**src/rtl/ac_motor_gate_guard.sv**
```systemverilog
// ac_motor_gate_guard: protection stage between the three switch-delay
// instances and the gate pins. It passes the six gate requests through with
// one cycle of latency. It forces every gate off on shoot-through, on an
// external over-current, or on a stalled modulator (watchdog). The fault
// cause is latched. The stage re-arms only after a clear and a cooldown.
// Optional build macro: AC_MOTOR_GATE_GUARD_FILTER_EN. When it is defined,
// fault_in must be high for 3 consecutive cycles before an external fault
// is raised.
`timescale 1ns/1ps
module ac_motor_gate_guard #(
  parameter int CNT_W    = 16,
  parameter int WDOG     = 50000,
  parameter int COOLDOWN = 5000
) (
  input  logic       clk,
  input  logic       reset,
  input  logic       enable,
  input  logic       fault_in,
  input  logic       clear,
  input  logic [2:0] in_high,
  input  logic [2:0] in_low,
  output logic [2:0] out_high,
  output logic [2:0] out_low,
  output logic [1:0] state,
  output logic [1:0] fault_code
);

  localparam logic [1:0] S_IDLE  = 2'b00;
  localparam logic [1:0] S_RUN   = 2'b01;
  localparam logic [1:0] S_FAULT = 2'b10;
  localparam logic [1:0] S_COOL  = 2'b11;

  localparam logic [1:0] FC_NONE  = 2'b00;
  localparam logic [1:0] FC_EXT   = 2'b01;
  localparam logic [1:0] FC_SHOOT = 2'b10;
  localparam logic [1:0] FC_WDOG  = 2'b11;

  localparam logic [CNT_W-1:0] WDOG_C    = CNT_W'(WDOG);
  localparam logic [CNT_W-1:0] COOL_LAST = CNT_W'(COOLDOWN - 1);
  localparam logic [CNT_W-1:0] CNT_ONE   = CNT_W'(1);

  logic [1:0]       r_state;
  logic [1:0]       r_fault_code;
  logic [2:0]       r_out_high;
  logic [2:0]       r_out_low;
  logic [2:0]       r_prev_high;
  logic [CNT_W-1:0] r_wdog_cnt;
  logic [CNT_W-1:0] r_cool_cnt;

  logic             w_ext;
  logic             w_shoot;
  logic             w_hi_edge;
  logic             w_wdog;
  logic [CNT_W-1:0] w_wdog_inc;

`ifdef AC_MOTOR_GATE_GUARD_FILTER_EN
  logic [1:0] r_filt_cnt;

  // Count consecutive high samples of fault_in (saturating at 2); any low sample restarts it
  always_ff @(posedge clk) begin
    if (reset) begin
      r_filt_cnt <= 2'd0;
    end else if (!fault_in) begin
      r_filt_cnt <= 2'd0;
    end else if (r_filt_cnt != 2'd2) begin
      r_filt_cnt <= r_filt_cnt + 2'd1;
    end
  end

  // Third consecutive high sample raises the external fault
  assign w_ext = fault_in && (r_filt_cnt == 2'd2);
`else
  assign w_ext = fault_in;
`endif

  assign w_shoot    = |(in_high & in_low);
  assign w_hi_edge  = (in_high != r_prev_high);
  // Saturating increment so the counter can never wrap
  assign w_wdog_inc = (r_wdog_cnt == WDOG_C) ? r_wdog_cnt : (r_wdog_cnt + CNT_ONE);
  // Trip on the edge where the stall count would reach WDOG
  assign w_wdog     = !w_hi_edge && (w_wdog_inc == WDOG_C);

  // Protection FSM: gate registers, fault latch, watchdog and cooldown counters
  always_ff @(posedge clk) begin
    if (reset) begin
      r_state      <= S_IDLE;
      r_fault_code <= FC_NONE;
      r_out_high   <= 3'b000;
      r_out_low    <= 3'b000;
      r_prev_high  <= 3'b000;
      r_wdog_cnt   <= '0;
      r_cool_cnt   <= '0;
    end else begin
      r_prev_high <= in_high;
      // Gates are off unless RUN continues through this edge
      r_out_high  <= 3'b000;
      r_out_low   <= 3'b000;
      case (r_state)
        S_IDLE: begin
          if (w_ext) begin
            r_state      <= S_FAULT;
            r_fault_code <= FC_EXT;
          end else if (enable) begin
            r_state    <= S_RUN;
            r_wdog_cnt <= '0;
          end
        end
        S_RUN: begin
          // A fault wins over a simultaneous enable drop so the cause is kept
          if (w_ext || w_shoot || w_wdog) begin
            r_state      <= S_FAULT;
            r_fault_code <= w_ext ? FC_EXT : (w_shoot ? FC_SHOOT : FC_WDOG);
          end else if (!enable) begin
            r_state <= S_IDLE;
          end else begin
            r_out_high <= in_high;
            r_out_low  <= in_low;
            r_wdog_cnt <= w_hi_edge ? '0 : w_wdog_inc;
          end
        end
        S_FAULT: begin
          // The raw comparator must be quiet for a clear to be accepted
          if (clear && !fault_in) begin
            r_state      <= S_COOL;
            r_fault_code <= FC_NONE;
            r_cool_cnt   <= '0;
          end
        end
        S_COOL: begin
          if (w_ext) begin
            r_state      <= S_FAULT;
            r_fault_code <= FC_EXT;
          end else if (r_cool_cnt == COOL_LAST) begin
            r_state    <= enable ? S_RUN : S_IDLE;
            r_wdog_cnt <= '0;
          end else begin
            r_cool_cnt <= r_cool_cnt + CNT_ONE;
          end
        end
      endcase
    end
  end

  assign out_high   = r_out_high;
  assign out_low    = r_out_low;
  assign state      = r_state;
  assign fault_code = r_fault_code;

endmodule

```
**config.mk**
```make
export PLATFORM = sky130hd
export DESIGN_NAME = ac_motor_gate_guard
export DESIGN_NICKNAME = d
export VERILOG_FILES = /design/src/rtl/ac_motor_gate_guard.sv
export SDC_FILE = /design/constraint.sdc
export NUM_CORES = 1
export LEC_CHECK = 0
export BUFFER_PORTS_ARGS = -buffer_cell sky130_fd_sc_hd__buf_2
export CORE_MARGIN = 10
export CORE_UTILIZATION = 56
export CTS_BUF_LIST = sky130_fd_sc_hd__clkbuf_8
export CTS_CLUSTER_SIZE = 10
export DETAILED_ROUTE_END_ITERATION = 8
export PLACE_DENSITY = 0.87
export SYNTH_ARGS = -nofsm -noshare
export SYNTH_HDL_FRONTEND = slang
export SYNTH_SLANG_ARGS = --single-unit
```
**constraint.sdc**
```tcl
create_clock -name clk -period 2.6 [get_ports clk]
set_clock_uncertainty 0.05 [all_clocks]
set_input_delay 0.39 -clock clk [delete_from_list [all_inputs] [get_ports clk]]
set_output_delay 0.39 -clock clk [all_outputs]
set_load 0.03 [all_outputs]
```
== Word-level counts from Yosys, hierarchy flattened ==
Index checks and enable logic that the tools add are counted.
Storage, ports and cells
  bits in registers: 45
  output and inout port bits: 10
  input bits: 11
Operators by class
  bitwise logic cells: 3
  equality and inequality tests: 20
  reduce and logical (&&, ||, !) cells: 16
  $add $sub $neg: 2
  mux-type cells: 28
Operators by type and width (count)
  2-to-1 mux 16 bit: 11
  one-hot mux 16 bit (3 select lines): 1
  adder 16 x 1 -> 16 bit, second input constant: 2
  == test 16 bit, second input constant: 2
  one-hot mux 16 bit (2 select lines): 1
  2-to-1 mux 2 bit: 11
  != test 2 bit, second input constant: 9
  == test 16 x 13 -> 1 bit, second input constant: 1
  != test 3 bit, second input constant: 3
  one-hot mux 2 bit (4 select lines): 1
  AND reduction 4 bit: 2
  AND reduction 7 bit: 1
  one-hot mux 2 bit (3 select lines): 1
  == test 2 bit, second input constant: 2
  OR reduction 4 bit: 1
  bitwise AND 3 bit: 1
  != test 3 bit: 1
  AND reduction 3 bit: 1
  nonzero test 3 bit: 1
  OR reduction 3 bit: 1
  == test 2 x 1 -> 1 bit, second input constant: 1
  logical AND 1 bit: 2
  logical NOT 1 bit: 2
  logical NOT 2 bit: 1
  other kinds (6): 9

== Logic depth before layout (Yosys ltp) ==
Gate-level depths: netlist of run 1.
  depth in word-level cells: 7
  depth in mapped cells: 11

== Worst setup path before layout of run 1 ==
No wires, ideal clock.
  path type: register to register
  start: register r_wdog_cnt[0]
  end: register r_state[0], in the netlist state[0]
  setup slack: -287 ps
  data arrival time: 2705 ps
  period minus slack after synthesis: 2887 ps
  stages on the path, launching flop included: 11
  buffers on the path: 0
  data required time: 2418 ps
  cells stage by stage: dfxtp_1 -> inv_1 -> ha_1 -> or4bb_1 -> or4_4 -> mux2_4 -> nor4_4 -> o21ai_2 -> a41oi_2 -> o221a_2 -> nor3_2
Between the ends
  longest elaborated chain between the ends: 7
  elaborated cells on any way between the ends: 10
  classes of those cells: add/sub: 1; eq/ne: 3; mux: 3; reduce/logical: 3
Ends and longest elaborated chain
  start, declared: line 47  | logic [CNT_W-1:0] r_wdog_cnt;
  start signal, assigned: line 118  | r_wdog_cnt <= w_hi_edge ? '0 : w_wdog_inc;
  adder 16 x 1 -> 16 bit or == test 16 bit (tied branches): line 79  | assign w_wdog_inc = (r_wdog_cnt == WDOG_C) ? r_wdog_cnt : (r_wdog_cnt + CNT_ONE);
  2-to-1 mux 16 bit *: line 79
  == test 16 bit *: line 81  | assign w_wdog = !w_hi_edge && (w_wdog_inc == WDOG_C);
  logical AND 1 bit *: line 81
  logical OR 1 bit *: line 110  | if (w_ext || w_shoot || w_wdog) begin
  != test 3 bit (no line) or 2-to-1 mux 2 bit (tied branches)
  AND reduction 4 bit (no line) or one-hot mux 2 bit (4 select lines) (tied branches)
  end signal, assigned: line 134  | r_state <= enable ? S_RUN : S_IDLE;
  end, declared: line 42  | logic [1:0] r_state;
Mark *: on every way between the ends. The rest lies on a longest branch, timed or not.
A chain may end at the register's enable or synchronous reset.

== Worst setup path in the final report of run 1 ==
  start: register r_wdog_cnt[0]
  end: register r_wdog_cnt[6]
Between the ends
  longest elaborated chain between the ends: 7
  elaborated cells on any way between the ends: 12
  classes of those cells: add/sub: 1; eq/ne: 3; mux: 5; reduce/logical: 3
Ends and longest elaborated chain (line)
  adder 16 x 1 -> 16 bit or == test 16 bit (tied branches): 79
  2-to-1 mux 16 bit *: 79
  == test 16 bit: 81
  logical AND 1 bit: 81
  logical OR 1 bit: 110
  != test 2 bit (no line)
  AND reduction 7 bit (no line)
Mark *: on every way between the ends. The rest lies on a longest branch, timed or not. The select of a mux whose other input is x is not followed.

==> flow_summary.yaml, run 1 <==
status:
  status: "finished, violations left"
  violations: "setup timing"
yosys:
  ys_warn_count: 0
  syn_inst: 322
  yosys.area.top_type_share_pct: 34.4
  synth_edf_count: 0
  synth_most_common_cell: "dfxtp_1"
  synth.top_cells.by_area: "dfxtp_1 (34%), nor2_1 (5.6%), xor2_1 (5.4%), nand2_1 (4.2%), ha_1 (3.8%)"
  netlist_area_um2: 2620
  synth_common_cells: "dfxtp_1 (45), nor2_1 (39), nand2_1 (29)"
  synth_nets: 341
  synth_ff_type: "dfxtp_1"
  yosysUniqueCellTypes: 60
  ys_seq_area_share_pct: 34.4
  synth_area_leader_cell: "dfxtp_1"
  syn_area_per_cell_um2: 8.13
  async_reset_ff_share_pct: 0
  synth-seq-cells: 45
drt:
  routedWlPerCell_um: 18.7
  firstDrtPassIters: 5
  drc_errors: 0
  drt-total-wl_mm: 8.20
  postRouteAntennaNets: 0
  vias: 2836
  drt_iter0_drc: 457
  vias_per_cell: 6.47
setup_path:
  path_cells: "inv_2, ha_4, or4bb_1, or4_4, mux2_4, nor4_4, o211ai_2, buf_4, nand2_4, nor2_1, o31ai_2"
  arrival_ns: 3.14
  path_max_fanout: 6
  crit_type: "flop to flop"
  start_kind: "flop"
  cp_slowest_cell: "or4bb_1"
  worstPathRequired_ns: 2.77
  cp-end-kind: "flop"
  cp_slowest_stage_delay_ns: 0.46
clocking:
  clk_pin_slew_ns: 0.10
  clockBufferDepth: 2
  cts_buffers: 5
  clkLatencyLatePin_ns: 0.32
  holdBufCountCts: 0
  cts_tree: "yes"
  cts.sinks: 45
  htreeDepth: 2
  root_buffer: "clkbuf_8"
timing:
  drv_slew: 0
  hold_ws_ns: 0.245
  hold_viol: 0
  slew_headroom_pct: 32.1
  setup_viol: 26
  rsz0062_at_grt: "yes"
  fin_crit_ns: 2.97
  finalWorstSetupSlack_ns: -0.365
  setup_tns_ns: -6.58
  final.period_utilization_pct: 114
  max_freq_mhz: 337
  worst_pin_slew_ns: 1.02
placement:
  hpwlAfterDp_mm: 4.95
  portBuffers: 20
  dpl_cell_area_um2: 3060
  gp_congestion: 0.955
global_route:
  grt_use_met2_pct: 30.1
  met1_usage_pct: 25.0
  grt_max_degree: 31
  busiest_layer: "met2"
  grt_pass1_wl_mm: 12.3
  track_usage_pct: 19.4
  grt_pass1_vias: 2595
  grt-ovfl-total: 0
  met3_usage_pct: 4.60
  grt_antenna_before_repair: 0
finish:
  nets: 404
  diodes: 0
  areaGrowthSynthToFinish_pct: 27.7
  drive_gt1_share_pct: 28.8
  ff_latch_area_um2: 903
  num-fill-cells: 282
  final_cell_area_um2: 3340
  multi_input_area_um2: 1720
die:
  start_util_pct: 58.9
  ioPinCount: 21
  die_area_um2: 7810
  rows: 24
  die_x_um: 88.4
  die_h_um: 88.4
  core-area_um2: 4440
job:
  maxCapViolations: 0
power:
  power_mw: 1.89
  leakagePower_nw: 1.31
  p_per_area_nw_per_um2: 566
  ir_drop_mv: 0.554
worst_hold_path:
  worst_hold_path_type: "primary input to flop"
worst max-delay path: cells and delay by family, from the launching register on:
family / cells / cell delay [ns]
muxes: 1 / 0.33
buffers and inverters: 2 / 0.27
and+or+nand+nor: 5 / 1.34
adders and majority gates: 1 / 0.14
AOI/OAI and AO/OA: 2 / 0.39
DFF: 1 / 0.34
repair_timing:
| action | CTS | global route |
|---|---|---|
| hold endpoints to repair | 0 | 0 |
| setup buffers | 4 | 3 |
| pin swaps | 6 | 6 |
| setup endpoints to repair | 26 | 26 |
| resized for setup | 9 | 22 |
| cloned | 0 | 1 |
final timing paths:
| check | startpoint | to | slack, ns | cells past startpoint |
|---|---|---|---|---|
| setup reg to reg | r_wdog_cnt[0] | r_wdog_cnt[6] | -0.37 | 11 |
| hold / removal | in_low[2] | out_low[2] | 0.24 | 2 |
| hold reg to reg | r_cool_cnt[1] | r_cool_cnt[1] | 0.45 | 2 |
| setup / recovery | r_wdog_cnt[0] | r_wdog_cnt[6] | -0.37 | 11 |
final cells by class:
| cell class | count | share of cell area [%] |
|---|---|---|
| well taps | 52 | 1.95 |
| inverters | 11 | 1.24 |
| repair buffers | 70 | 14.9 |
| multi-input cells | 252 | 51.4 |
| clock buffers | 5 | 2.06 |
| clock inverters | 3 | 1.42 |
| flip-flops and latches | 45 | 27.0 |
cells by family after synthesis:
family / count (synthesis) / share of synthesized area, %
AOI/OAI and AO/OA: 66 / 18.2
buffers and inverters: 26 / 4.06
xor gates and xnor gates: 19 / 6.36
and+or+nand+nor: 155 / 31.8
adders and majority gates: 8 / 3.82
muxes: 3 / 1.34
DFF: 45 / 34.4
per-stage QoR:
step | setup slack (ns) | instances | utilization, %
after global routing | -0.450 | 438 | 75.2
after floorplan | -0.156 | 322 | -
after detailed placement | -0.196 | 422 | 68.8
after CTS | -0.199 | 434 | 72.7
final | -0.365 | 438 | 75.2
after global placement | -0.125 | 422 | 68.8
metal layers:
metal  part of all wire [%]  up-vias
met2                     46      192
met4                    3.4        0
met1                     41     1314
met3                    9.7       39
met5                      0        -
li1                       -     1291
power breakdown:
part	switching [mW]	leakage, nW	internal [mW]
registers	0.0214	0.365	0.713
clock network	0.288	0.0591	0.294
logic	0.361	0.887	0.214
total	0.670	1.31	1.22
sequential cells by signal, summed over array words and instances, names as in the netlist:
| register | flops |
|---|---|
| r_prev_high | 3 |
| r_wdog_cnt | 16 |
| state | 2 |
| out_low | 3 |
| out_high | 3 |
| fault_code | 2 |
| r_cool_cnt | 16 |
cell usage in the layout (no fill, tap or decap), types with 7 or more instances in the layout:
cell type	n
a21oi_1	11
and2_1	7
and3_1	7
buf_2	20
buf_4	44
dfxtp_1	43
ha_1	7
inv_1	9
nand2_1	27
nand2b_1	9
nand3_1	17
nand4_1	9
nor2_1	37
nor2b_1	8
o21ai_0	7
xor2_1	16
Power figures use the tool's default switching activity.
==> run 2: changes to the inputs <==
CORE_MARGIN = 2   (was 10)
==> run 2 against run 1 <==
Net effect:
- the flow still finishes with violations (setup timing)
- routed wire length rose by 4.8%
- highest routed layer unchanged
- clock power fell by 5.7%
- largest power group unchanged
- global-route usage rose by 11 points
- critical path type unchanged
==> flow_summary.yaml, run 2 (same netlist as run 1, synthesis figures left out) <==
setup_path:
  timing.rr.end: "r_wdog_cnt[10]"
  arrival_ns: 3.21
  r2r_start: "r_wdog_cnt[13]"
  start_kind: "flop"
  cp_slowest_stage_delay_ns: 0.56
  worstPathRequired_ns: 2.76
  r2r_cells: 10
  crit_type: "flop to flop"
  path_cells: "or4b_4, or4_4, mux2_4, nor4_4, o211ai_2, nand2_4, buf_12, buf_4, o21ai_2, o21ai_1"
  path_max_fanout: 4
  ff2ff_setup_slack_ns: -0.45
  cp_slowest_cell: "or4_4"
  cp-end-kind: "flop"
timing:
  final.period_utilization_pct: 117
  finalWorstSetupSlack_ns: -0.450
  fin_crit_ns: 3.05
  setup_viol: 26
  drv_slew: 0
  max_freq_mhz: 328
  worst_pin_slew_ns: 0.996
  rsz0062_at_grt: "yes"
  hold_ws_ns: 0.256
  hold_viol: 0
  slew_headroom_pct: 33.5
finish:
  nets: 405
  reg_top3: "r_cool_cnt (16), r_wdog_cnt (16)"
  areaGrowthSynthToFinish_pct: 29.8
  final_cell_mix: "buf_4 (47), dfxtp_1 (42), nor2_1 (34), nand2_1 (27), buf_2 (20)"
  num-fill-cells: 288
  drive_gt1_share_pct: 31.0
  diodes: 0
  finalNonFillerCells: 439
  final_common_cell: "buf_4"
drt:
  drc_errors: 0
  drt_iter0_drc: 371
  postRouteAntennaNets: 0
  vias_per_cell: 6.63
  routedWlPerCell_um: 19.6
  drt-total-wl_mm: 8.60
  firstDrtPassIters: 5
  vias: 2911
worst_hold_path:
  min_to: "out_low[1]"
  min_from: "in_low[1]"
  worst_hold_path_type: "primary input to flop"
  hold_depth: 2
status:
  status: "finished, violations left"
  violations: "setup timing"
global_route:
  grt_antenna_before_repair: 0
  grt_pass1_vias: 2709
  grt_max_degree: 17
  track_usage_pct: 29.9
  grt_pass1_wl_mm: 12.2
  grt-ovfl-total: 0
die:
  die_x_um: 72.4
  start_util_pct: 59.3
  core-area_um2: 4410
  rows: 24
  die_area_um2: 5240
  die_h_um: 72.4
  ioPinCount: 21
placement:
  hpwlAfterDp_mm: 5.07
  portBuffers: 20
  dp_cells: 422
  gp_congestion: 0.903
clocking:
  cts_buffers: 5
  holdBufCountCts: 0
  clkLatencyLatePin_ns: 0.31
  cts.sinks: 45
  cts_tree: "yes"
  clk_pin_slew_ns: 0.09
  htreeDepth: 2
  clockBufferDepth: 2
  root_buffer: "clkbuf_8"
power:
  p_per_area_nw_per_um2: 585
  power_mw: 1.99
  ir_drop_mv: 0.469
  leakagePower_nw: 1.32
job:
  maxCapViolations: 0
run 2: area by class of cell:
class                   count  area, um^2  area share, %
multi-input cells         251        1760           51.7
inverters                  11        41.3           1.22
clock buffers               5        68.8           2.03
flip-flops and latches     45         905           26.6
well taps                  52        65.1           1.92
repair buffers             72         518           15.2
clock inverters             3        42.5           1.25
run 2: worst max-delay path by stage:
stage / cells past startpoint / slack (ns) / end / startpoint
4_1_cts: 9 / -0.26 / r_wdog_cnt[4] / r_wdog_cnt[13]
6_report: 10 / -0.45 / r_wdog_cnt[10] / r_wdog_cnt[13]
3_5_place_dp: 11 / -0.26 / r_wdog_cnt[4] / r_wdog_cnt[1]
3_3_place_gp: 11 / -0.13 / r_wdog_cnt[8] / r_wdog_cnt[1]
2_1_floorplan: 10 / -0.16 / state[0] / r_wdog_cnt[0]
5_1_grt: 12 / -0.52 / r_wdog_cnt[10] / r_wdog_cnt[0]
run 2: worst max-delay path, delay by kind of cell, from the launching register on:
| family | cells | cell delay, ns |
|---|---|---|
| simple gates | 4 | 1.55 |
| mux | 1 | 0.34 |
| flops | 1 | 0.34 |
| compound gates | 3 | 0.44 |
| buf+inv | 2 | 0.23 |
run 2: repair_timing:
item / 4_1_cts / 5_1_grt
setup buffers: 2 / 7
pin swaps: 10 / 17
resized for setup: 15 / 26
endpoints found under the setup margin: 26 / 26
run 2: metal layers:
layer / track usage, % / up-vias / wire length [um]
met5: 0 / - / 0
met4: 20.3 / 0 / 621
met3: 6.25 / 68 / 701
met2: 52.1 / 207 / 4110
met1: 32.2 / 1347 / 3170
li1: - / 1289 / -
run 2: per-stage QoR:
stage | setup slack (ns) | area (um^2) | TNS (ns) | util (%)
3_3_place_gp | -0.126 | 3060 | -1.87 | 69.2
6_report | -0.450 | 3400 | -7.45 | 77.0
2_1_floorplan | -0.156 | 2630 | -0.993 | -
5_1_grt | -0.523 | 3400 | -9.35 | 77.0
4_1_cts | -0.257 | 3240 | -5.00 | 73.3
3_5_place_dp | -0.260 | 3060 | -4.73 | 69.2
run 2: power by group:
part	internal [mW]	total [mW]	switching, mW
combinational	0.299	0.704	0.406
clock	0.285	0.549	0.264
sequential	0.713	0.735	0.0227
total	1.30	1.99	0.692
